===== config.mk =====
export PLATFORM = sky130hd
export DESIGN_NAME = mips_imem_fetch
export DESIGN_NICKNAME = d
export VERILOG_FILES = /design/src/rtl/mips_pkg.sv /design/src/rtl/mips_imem_fetch_imem_byte_ram.sv /design/src/rtl/mips_imem_fetch.sv
export SDC_FILE = /design/constraint.sdc
export NUM_CORES = 2
export LEC_CHECK = 0
export ABC_AREA = 1
export CAP_MARGIN = 5
export CORE_MARGIN = 5
export CORE_UTILIZATION = 40
export CTS_CLUSTER_SIZE = 10
export DETAILED_ROUTE_END_ITERATION = 7
export SLEW_MARGIN = 20
export SYNTH_ARGS = -nofsm -noshare
export SYNTH_HDL_FRONTEND = slang
export SYNTH_SLANG_ARGS = --single-unit

===== constraint.sdc =====
create_clock -name clk -period 85.8 [get_ports clk]
set_input_delay 21.45 -clock clk [delete_from_list [all_inputs] [get_ports clk]]
set_output_delay 21.45 -clock clk [all_outputs]
set_load 0.01 [all_outputs]

===== src/rtl/mips_pkg.sv =====
// mips_pkg
// Shared types and constants for the MIPS instruction-fetch slice.
//   fetch_state_t : LOAD (program loading), RUN (fetching), HALT (stopped on NOPs)
//   INSTR_W       : instruction word width
//   MIPS_NOP      : encoding of the all-zero NOP (sll $0,$0,0)
package mips_pkg;

    typedef enum logic [1:0] {
        FETCH_LOAD = 2'd0,
        FETCH_RUN  = 2'd1,
        FETCH_HALT = 2'd2
    } fetch_state_t;

    localparam int          INSTR_W  = 32;
    localparam logic [31:0] MIPS_NOP = 32'h0000_0000;

endpackage


===== src/rtl/mips_imem_fetch_imem_byte_ram.sv =====
// imem_byte_ram
// Byte-organised instruction storage with one byte write port and a
// combinational little-endian 32-bit word read at any byte address.
// Ports:
//   clk, reset          : clock, asynchronous active-high clear of every byte
//   wr_en/wr_addr/wr_data : byte write on rising edge
//   rd_addr             : byte address of the word to read
//   rd_word             : {mem[a+3], mem[a+2], mem[a+1], mem[a]}
module imem_byte_ram
    import mips_pkg::*;
#(
    parameter int IMEM_BYTES = 256,
    parameter int ADDR_W     = $clog2(IMEM_BYTES)
) (
    input  logic               clk,
    input  logic               reset,
    input  logic               wr_en,
    input  logic [ADDR_W-1:0]  wr_addr,
    input  logic [7:0]         wr_data,
    input  logic [ADDR_W-1:0]  rd_addr,
    output logic [INSTR_W-1:0] rd_word
);

    logic [7:0]        mem [IMEM_BYTES];
    logic [ADDR_W-1:0] addr_1;
    logic [ADDR_W-1:0] addr_2;
    logic [ADDR_W-1:0] addr_3;

    // Reset wipes the whole program so a stale image can never be fetched.
    always_ff @(posedge clk or posedge reset) begin
        if (reset) begin
            for (int i = 0; i < IMEM_BYTES; i++) begin
                mem[i] <= 8'h00;
            end
        end else if (wr_en) begin
            mem[wr_addr] <= wr_data;
        end
    end

    // Byte offsets wrap naturally because they are kept at ADDR_W bits.
    always_comb begin
        addr_1  = rd_addr + ADDR_W'(1);
        addr_2  = rd_addr + ADDR_W'(2);
        addr_3  = rd_addr + ADDR_W'(3);
        rd_word = {mem[addr_3], mem[addr_2], mem[addr_1], mem[rd_addr]};
    end

endmodule


===== src/rtl/mips_imem_fetch.sv =====
// mips_imem_fetch
// Instruction memory plus fetch sequencer. A loader writes program bytes while
// the block is in LOAD or HALT; start begins fetching at RESET_PC and words are
// handed to decode over a valid/ready pair, one per cycle under continuous
// ready. A redirect flushes the presented word and refetches from the target.
// NOP_HALT_COUNT consecutive accepted NOPs stop fetching (HALT).
// Ports:
//   clk, reset                      : clock, asynchronous active-high reset
//   load_en/load_addr/load_data     : byte loader (ignored while running)
//   start                           : leave LOAD/HALT and fetch from RESET_PC
//   instr_out/instr_pc/instr_valid  : presented word, its byte address, valid
//   instr_ready                     : decode accepts when valid & ready
//   redirect_en/redirect_pc         : branch/jump target (word aligned)
//   running/halted                  : state is RUN / HALT
//   load_err                        : one-cycle pulse for a load seen in RUN
module mips_imem_fetch
    import mips_pkg::*;
#(
    parameter int                IMEM_BYTES     = 256,
    parameter int                ADDR_W         = $clog2(IMEM_BYTES),
    parameter int                NOP_HALT_COUNT = 3,
    parameter logic [ADDR_W-1:0] RESET_PC       = '0
) (
    input  logic               clk,
    input  logic               reset,
    input  logic               load_en,
    input  logic [ADDR_W-1:0]  load_addr,
    input  logic [7:0]         load_data,
    input  logic               start,
    output logic [INSTR_W-1:0] instr_out,
    output logic [ADDR_W-1:0]  instr_pc,
    output logic               instr_valid,
    input  logic               instr_ready,
    input  logic               redirect_en,
    input  logic [ADDR_W-1:0]  redirect_pc,
    output logic               running,
    output logic               halted,
    output logic               load_err
);

    localparam int              NOP_W    = $clog2(NOP_HALT_COUNT + 1);
    localparam logic [NOP_W-1:0] NOP_MAX  = NOP_W'(NOP_HALT_COUNT);
    localparam logic [NOP_W-1:0] NOP_LAST = NOP_W'(NOP_HALT_COUNT - 1);

    fetch_state_t       state;
    fetch_state_t       state_n;
    logic [ADDR_W-1:0]  pc;
    logic [ADDR_W-1:0]  pc_n;
    logic [NOP_W-1:0]   nop_cnt;
    logic [NOP_W-1:0]   nop_n;
    logic [INSTR_W-1:0] out_n;
    logic [ADDR_W-1:0]  out_pc_n;
    logic               valid_n;
    logic               load_err_n;

    logic               accept;
    logic               wr_en;
    logic [ADDR_W-1:0]  pc_plus4;
    logic [ADDR_W-1:0]  rd_addr;
    logic [INSTR_W-1:0] rd_word;

    assign accept   = instr_valid & instr_ready;
    assign pc_plus4 = pc + ADDR_W'(4);
    assign wr_en    = load_en & (state != FETCH_RUN);
    assign running  = (state == FETCH_RUN);
    assign halted   = (state == FETCH_HALT);

    // On an accept the next word is read one slot ahead so there is no bubble;
    // otherwise the RAM looks at pc itself (empty refill after start/redirect).
    assign rd_addr  = (state == FETCH_RUN && !redirect_en && accept) ? pc_plus4 : pc;

    imem_byte_ram #(
        .IMEM_BYTES (IMEM_BYTES),
        .ADDR_W     (ADDR_W)
    ) u_ram (
        .clk     (clk),
        .reset   (reset),
        .wr_en   (wr_en),
        .wr_addr (load_addr),
        .wr_data (load_data),
        .rd_addr (rd_addr),
        .rd_word (rd_word)
    );

    always_ff @(posedge clk or posedge reset) begin
        if (reset) begin
            state       <= FETCH_LOAD;
            pc          <= RESET_PC;
            nop_cnt     <= '0;
            instr_out   <= '0;
            instr_pc    <= '0;
            instr_valid <= 1'b0;
            load_err    <= 1'b0;
        end else begin
            state       <= state_n;
            pc          <= pc_n;
            nop_cnt     <= nop_n;
            instr_out   <= out_n;
            instr_pc    <= out_pc_n;
            instr_valid <= valid_n;
            load_err    <= load_err_n;
        end
    end

    // Redirect outranks accept: the flushed word may still be consumed by
    // decode, but pc follows the target and the NOP run is broken.
    always_comb begin
        state_n    = state;
        pc_n       = pc;
        nop_n      = nop_cnt;
        out_n      = instr_out;
        out_pc_n   = instr_pc;
        valid_n    = instr_valid;
        load_err_n = load_en & (state == FETCH_RUN);

        case (state)
            FETCH_LOAD, FETCH_HALT: begin
                valid_n = 1'b0;
                if (start) begin
                    state_n = FETCH_RUN;
                    pc_n    = {RESET_PC[ADDR_W-1:2], 2'b00};
                    nop_n   = '0;
                end
            end
            FETCH_RUN: begin
                if (redirect_en) begin
                    pc_n    = {redirect_pc[ADDR_W-1:2], 2'b00};
                    valid_n = 1'b0;
                    nop_n   = '0;
                end else if (!instr_valid) begin
                    out_n    = rd_word;
                    out_pc_n = pc;
                    valid_n  = 1'b1;
                end else if (instr_ready) begin
                    if (instr_out == MIPS_NOP) begin
                        nop_n = (nop_cnt == NOP_MAX) ? nop_cnt : nop_cnt + NOP_W'(1);
                    end else begin
                        nop_n = '0;
                    end
                    if (instr_out == MIPS_NOP && nop_cnt >= NOP_LAST) begin
                        state_n = FETCH_HALT;
                        valid_n = 1'b0;
                    end else begin
                        pc_n     = pc_plus4;
                        out_n    = rd_word;
                        out_pc_n = pc_plus4;
                        valid_n  = 1'b1;
                    end
                end
            end
            default: begin
                state_n = FETCH_LOAD;
                valid_n = 1'b0;
            end
        endcase
    end

endmodule

## After elaboration in Yosys (flattened, before gate mapping)

Index checks and enable logic that the tools add are counted.

- Bits in registers: 2102
- Output and inout bits: 44
- Word-level logic and storage cells: 356

- Add/subtract/negate cells: 5
- $lt $le $gt $ge: 7
- Equal/unequal tests: 15
- Mux-type cells: 44
- Bitwise operators: 9
- Reductions and logical operators: 13

Operator list:

| kind | count |
|---|---|
| 2048-bit bitwise mux | 1 |
| 8-bit binary-select mux with 8-bit select | 4 |
| 8-bit two-way mux | 16 |
| 32-bit two-way mux | 3 |
| 8-bit demux with 8-bit select | 1 |
| 9-bit >= comparator, second input constant | 5 |
| 8-bit inverter with 9-bit output | 5 |
| 32-bit logical NOT | 1 |
| 2-bit two-way mux | 11 |
| 8-bit by 2-bit adder with 8-bit output, second input constant | 2 |
| 8-bit case mux with 2 select lines | 1 |
| 5-bit AND reduction | 3 |
| 2-bit inequality test, second input constant | 5 |
| 9-bit by 1-bit < comparator with 1-bit output, second input constant | 1 |
| 3-bit inequality test, second input constant | 3 |
| 8-bit by 1-bit adder with 8-bit output, second input constant | 1 |
| 8-bit by 3-bit adder with 8-bit output, second input constant | 1 |
| 2-bit case mux with 2 select lines | 2 |
| 2-bit by 1-bit inequality test with 1-bit output, second input constant | 3 |
| 1-bit two-way mux | 5 |
| 2-bit equality test, second input constant | 2 |
| 1-bit logical AND | 4 |
| 4-bit inequality test, second input constant | 1 |
| 4-bit AND reduction | 1 |
| other kinds (9) | 11 |

## Logic depth before layout (Yosys ltp)

- Depth after elaboration: 12
- Mapped depth: 16

## By module

A second synthesis with hierarchy kept.

- Cells, all modules: 21259
- Area total of the unflattened synthesis: 138207.6 um2

By module, submodules not included:

| module | instances | cells an instance | area an instance (um2) |
|---|---|---|---|
| imem_byte_ram | 1 | 20926 | 135598.8 |
| mips_imem_fetch | 1 | 333 | 2608.8 |

## Worst setup path before layout

OpenSTA, ideal clock, no wires.

- Path type: input to register
- From: input instr_ready
- To: register instr_out[22]
- Setup time: 0.118 ns
- Arrival: 22.967 ns
- Required time: 85.682 ns
- Path slack: 62.715 ns
- Cell stages on the path: 13
- Cell sequence: nand2_1 > inv_1 > nand3_4 > o21ai_2 > clkbuf_1 > buf_2 > nand3_1 > nand3_1 > nand3_1 > nand3_1 > nand3_1 > nand3_1 > nand2_1

- Word-level cells in the longest chain between the ends: 11
- Elaborated cells on any way between the ends: 13
- Classes of those cells: add/sub: 1; eq/ne: 1; mux: 7; bitwise: 2; reduce/logical: 2

Ends and longest elaborated chain:

| what | RTL line | source |
|---|---|---|
| start, declared | mips_imem_fetch.sv:33 | `input logic instr_ready,` |
| 1-bit bitwise AND | mips_imem_fetch.sv:62 | `assign accept = instr_valid & instr_ready;` |
| 1-bit logical AND | mips_imem_fetch.sv:70 | `assign rd_addr = (state == FETCH_RUN && !redirect_en && accept) ? pc_plus4 : pc;` |
| 8-bit two-way mux | mips_imem_fetch.sv:70 |  |
| 8-bit by 2-bit adder with 8-bit output | mips_imem_fetch_imem_byte_ram.sv:43 | `addr_2 = rd_addr + ADDR_W'(2);` |
| 8-bit inverter with 9-bit output (implied by the code) | mips_imem_fetch_imem_byte_ram.sv:45 | `rd_word = {mem[addr_3], mem[addr_2], mem[addr_1], mem[rd_addr]};` |
| 8-bit binary-select mux with 8-bit select | mips_imem_fetch_imem_byte_ram.sv:45 |  |
| 8-bit two-way mux (implied by the code) (2 in series) | mips_imem_fetch_imem_byte_ram.sv:45 |  |
| 32-bit two-way mux | mips_imem_fetch.sv:140 | `if (instr_out == MIPS_NOP && nop_cnt >= NOP_LAST) begin` |
| 32-bit two-way mux | mips_imem_fetch.sv:134 | `end else if (instr_ready) begin` |
| 32-bit two-way mux | mips_imem_fetch.sv:130 | `end else if (!instr_valid) begin` |
| end signal, assigned | mips_imem_fetch.sv:98 | `instr_out <= out_n;` |
| end, declared | mips_imem_fetch.sv:30 | `output logic [INSTR_W-1:0] instr_out,` |

Several ways; a longest one is shown, not always the timed one. The select of a mux whose other input is x is not followed.
A chain may end at the register's enable or synchronous reset.

## Worst setup path after layout

- From: input redirect_en
- To: register instr_out[30]

- Word-level cells in the longest chain between the ends: 12
- Elaborated cells on any way between the ends: 14
- Classes of those cells: add/sub: 1; mux: 7; bitwise: 2; reduce/logical: 4

Ends and longest elaborated chain:

| what | RTL line | source |
|---|---|---|
| start, declared | mips_imem_fetch.sv:34 | `input logic redirect_en,` |
| 1-bit logical NOT | mips_imem_fetch.sv:70 |  |
| 1-bit logical AND (2 in series) | mips_imem_fetch.sv:70 |  |
| 8-bit two-way mux | mips_imem_fetch.sv:70 |  |
| 8-bit by 2-bit adder with 8-bit output | mips_imem_fetch_imem_byte_ram.sv:44 | `addr_3 = rd_addr + ADDR_W'(3);` |
| 8-bit inverter with 9-bit output (implied by the code) | mips_imem_fetch_imem_byte_ram.sv:45 |  |
| 8-bit binary-select mux with 8-bit select | mips_imem_fetch_imem_byte_ram.sv:45 |  |
| 8-bit two-way mux (implied by the code) (2 in series) | mips_imem_fetch_imem_byte_ram.sv:45 |  |
| 32-bit two-way mux | mips_imem_fetch.sv:140 |  |
| 32-bit two-way mux | mips_imem_fetch.sv:134 |  |
| 32-bit two-way mux | mips_imem_fetch.sv:130 |  |

Several ways; a longest one is shown, not always the timed one. The select of a mux whose other input is x is not followed.

==> impl_metrics.tcl <==
set metrics [dict create \
    status "finished clean" \
    synth_compound_area_share_pct 11.1 \
    cts_root_buf "clkbuf_16" \
    synth_top_area_share_pct 55.4 \
    avgSynthCellArea_um2 8.05 \
    clock_sinks 2098 \
    place_area_um2 96500 \
    synthFlopType "dfrtp_1" \
    reg2reg_from "instr_valid$_DFF_PP0_" \
    wire_per_inst_um 20.3 \
    rsz0062_at_grt "no" \
    p_seq_share_pct 42.2 \
    cp_cell_sequence "clkdlybuf4s50_1, inv_2, nand3_4, nand2_2, buf_4, nand2_8, buf_12, buf_4, buf_4, nand2_1, nand3_1, nand3_1, nand3_1, nand3_1, nand3_1, nand3_1, nand2_1" \
    clockBufferDepth 3 \
    wirelength_um 294000 \
    synth_xor_area_share_pct 0.0277 \
    hold_path.class "reg2reg" \
    fin_nets 11300 \
    clock_latency_ps 880 \
    fin_tns_setup_ps 0 \
    cts_tree "yes" \
    critPathRequiredTime_ps 86600 \
    design_area_um2 103000 \
    critPathCapture "instr_out[30]$_DFFE_PP0P_" \
    regArea_um2 52500 \
    yosysUniqueCellTypes 34 \
    area_delta_synth_final_pct 8.58 \
    post-route-period-util_pct 30.5 \
    synth_area_leaders "dfrtp_1 55%, nand2_1 18%, o21ai_0 11%, nand3_1 11%, clkbuf_1 2.2%" \
    antenna_found_initial 9 \
    postCtsHoldBufs 0 \
    grt_pass1_vias 76700 \
    dp_hpwl_um 166000 \
    cts_resized 0 \
    synth_fa_ha_area_share_pct 0.0396 \
    yosysTopAreaCell "dfrtp_1" \
    ir_drop_mv 0.0204 \
    cp_num_buf_inv 6 \
    min_period_ps 26210 \
    drc 0 \
    skew_ps 57.8 \
    ys_seq_elements 2098 \
    die-area_um2 247000 \
    dr.pass1.iters 7 \
    layout-drive-gt1-share_pct 3.84 \
    fmax_ghz 0.0382 \
    yosys-top-cells-count "4437 x nand2_1, 2098 x dfrtp_1, 2073 x o21ai_0" \
    start_util_pct 40.2 \
    post_cts_buffers 0 \
    path_class "in2reg" \
    slew_headroom_pct 23.1 \
    synth-async-reset-ratio_pct 100 \
    synth_area_um2 94700 \
    drt_iter0_drc 9539 \
    maxCapViolCount 0 \
    cts_buffers 232 \
    grt_overflow 0 \
    slew_violations 0 \
    slowest_stage "clkdlybuf4s50_1" \
    combPwrFrac_pct 21.8 \
    p_sw_share_pct 32.7 \
    grt_max_degree 203 \
    critPathLaunch "redirect_en" \
    crit_path_max_fanout 193 \
    fp-row-count 178 \
    max_stage_delay_ps 670 \
    track_usage_pct 23.5 \
    hold_viol 0 \
    reg2reg_depth 16 \
    critPathLaunchType "input pin" \
    synth_top_family_by_area "simple AND/OR/NAND/NOR gates" \
    grt_pass1_wl_um 459000 \
    synth_edf_count 0 \
    cp_common_cell "nand3_1" \
    muxShareOfSynthArea_pct 0 \
    finalSetupViolations 0 \
    reg2reg_setup_slack_ps 80080 \
    ys_warn_count 0 \
    switchingPower_mw 0.794 \
    ioPinCount 74 \
    end_kind "flip-flop" \
    ys_seq_area_share_pct 55.4 \
    yosys.area_share.simple_pct 28.8 \
    power.leakage_nw 44.2 \
    die_width_um 497 \
    cp.depth 17 \
    routabilityCongestion 0.827 \
    vias_per_cell 5.61 \
    yosysMostFrequentCell "nand2_1" \
    cell_internal_pwr_mw 1.63 \
    rr_endpoint "instr_out[30]$_DFFE_PP0P_" \
    netlist_instances 11800 \
    htreeDepth 4 \
    num_vias 81000 \
    fill_cells 23100 \
    design.core.area_um2 235000 \
    multiInputGateArea_um2 38100 \
    crit_family "buffers and inverters" \
    portBuffers 69 \
    power.density_nw_per_um2 23.6 \
    clk_pin_slew_worst_paths_ps 60 \
    dieHeight_um 497 \
    clkPwrFrac_pct 36.1 \
    worstPathArrival_ps 27010 \
    worstMarginPinSlew_ps 1150 \
    ant_nets 0 \
]
==> cells in the final DEF, fill, tap and decap left out, types with 29 or more instances in the layout <==
master and count:
buf_4 101, nor2_1 30, o21ai_0 2072, dfrtp_1 2098, nand2_1 4435, clkbuf_16 235
clkdlybuf4s50_1 69, clkbuf_1 32, inv_1 29, nand3_1 2060
==> power groups by stage <==
stage	sequential [mW]	clock (mW)	combinational (mW)
final	1.02	0.875	0.528
after detailed placement	1.04	0	0.524
after floorplan	1.04	0	0.334
after CTS	1.02	0.893	0.525
after global routing	1.02	0.932	0.565
after global placement	1.04	0	0.523
==> cell families (layout without fill, tap and decap cells) <==
kind of cell / Yosys count / count (layout)
adder cells (fa/ha/maj): 3 / 3
other: 1 / 8
XOR/XNOR: 3 / 3
AND/OR/NAND/NOR: 6568 / 6568
buffers and inverters: 1014 / 517
AO/OA/AOI/OAI: 2087 / 2087
flip-flops: 2098 / 2098
==> metrics by stage <==
stage	hold WS, ps	std cells	utilization [%]	worst slack (ps)	power [mW]
floorplan	453	11800	-	5080	1.37
CTS	486	14400	43.7	59720	2.44
detailed placement	473	14100	41.0	58760	1.56
global route	493	14400	43.7	59410	2.52
global placement	466	14100	41.0	58840	1.56
finish	480	14400	43.7	59590	2.43
==> flip-flops by register name, summed over array words and instances, names as in the netlist <==
signal	count
instr_pc	6
state	2
load_err	1
pc	6
instr_valid	1
instr_out	32
nop_cnt	2
u_ram.mem	2048
==> worst reg2reg max path, delay by kind of cell (launching register included) <==
kind | cells | cell delay (ps)
buffers and inverters | 5 | 2800
AND/OR/NAND/NOR | 11 | 2240
flip-flops | 1 | 610
==> worst min-delay path by stage <==
stage                                           start                     endpoint  slack, ps  depth (start not counted)
after floorplan              u_ram.mem[0]$_DFFE_PP0P_     u_ram.mem[0]$_DFFE_PP0P_        450                          2
after global placement     u_ram.mem[311]$_DFFE_PP0P_   u_ram.mem[311]$_DFFE_PP0P_        470                          2
after detailed placement  u_ram.mem[1249]$_DFFE_PP0P_  u_ram.mem[1249]$_DFFE_PP0P_        470                          2
after CTS                 u_ram.mem[1353]$_DFFE_PP0P_  u_ram.mem[1353]$_DFFE_PP0P_        490                          2
after global routing       u_ram.mem[556]$_DFFE_PP0P_   u_ram.mem[556]$_DFFE_PP0P_        490                          2
final                      u_ram.mem[373]$_DFFE_PP0P_   u_ram.mem[373]$_DFFE_PP0P_        480                          2
==> metal layers <==
| layer | vias to the layer above | wire (µm) | global-route usage, % |
|---|---|---|---|
| li1 | 37700 | - | - |
| met2 | 3196 | 135000 | 37.5 |
| met3 | 545 | 21000 | 3.44 |
| met4 | 0 | 11700 | 9.15 |
| met5 | - | 0 | 0 |
| met1 | 39600 | 126000 | 32.5 |
==> final cells by class <==
class,instances,share of cell area [%]
inverter,45,0.240
sequential,2098,51.0
clock inverter,12,0.227
tap,3150,3.83
clock buffer,270,5.87
antenna,6,0.0146
multi-input combinational,8663,37.0
timing repair buffer,190,1.74
No activity file was read; power rests on OpenSTA's default activity.
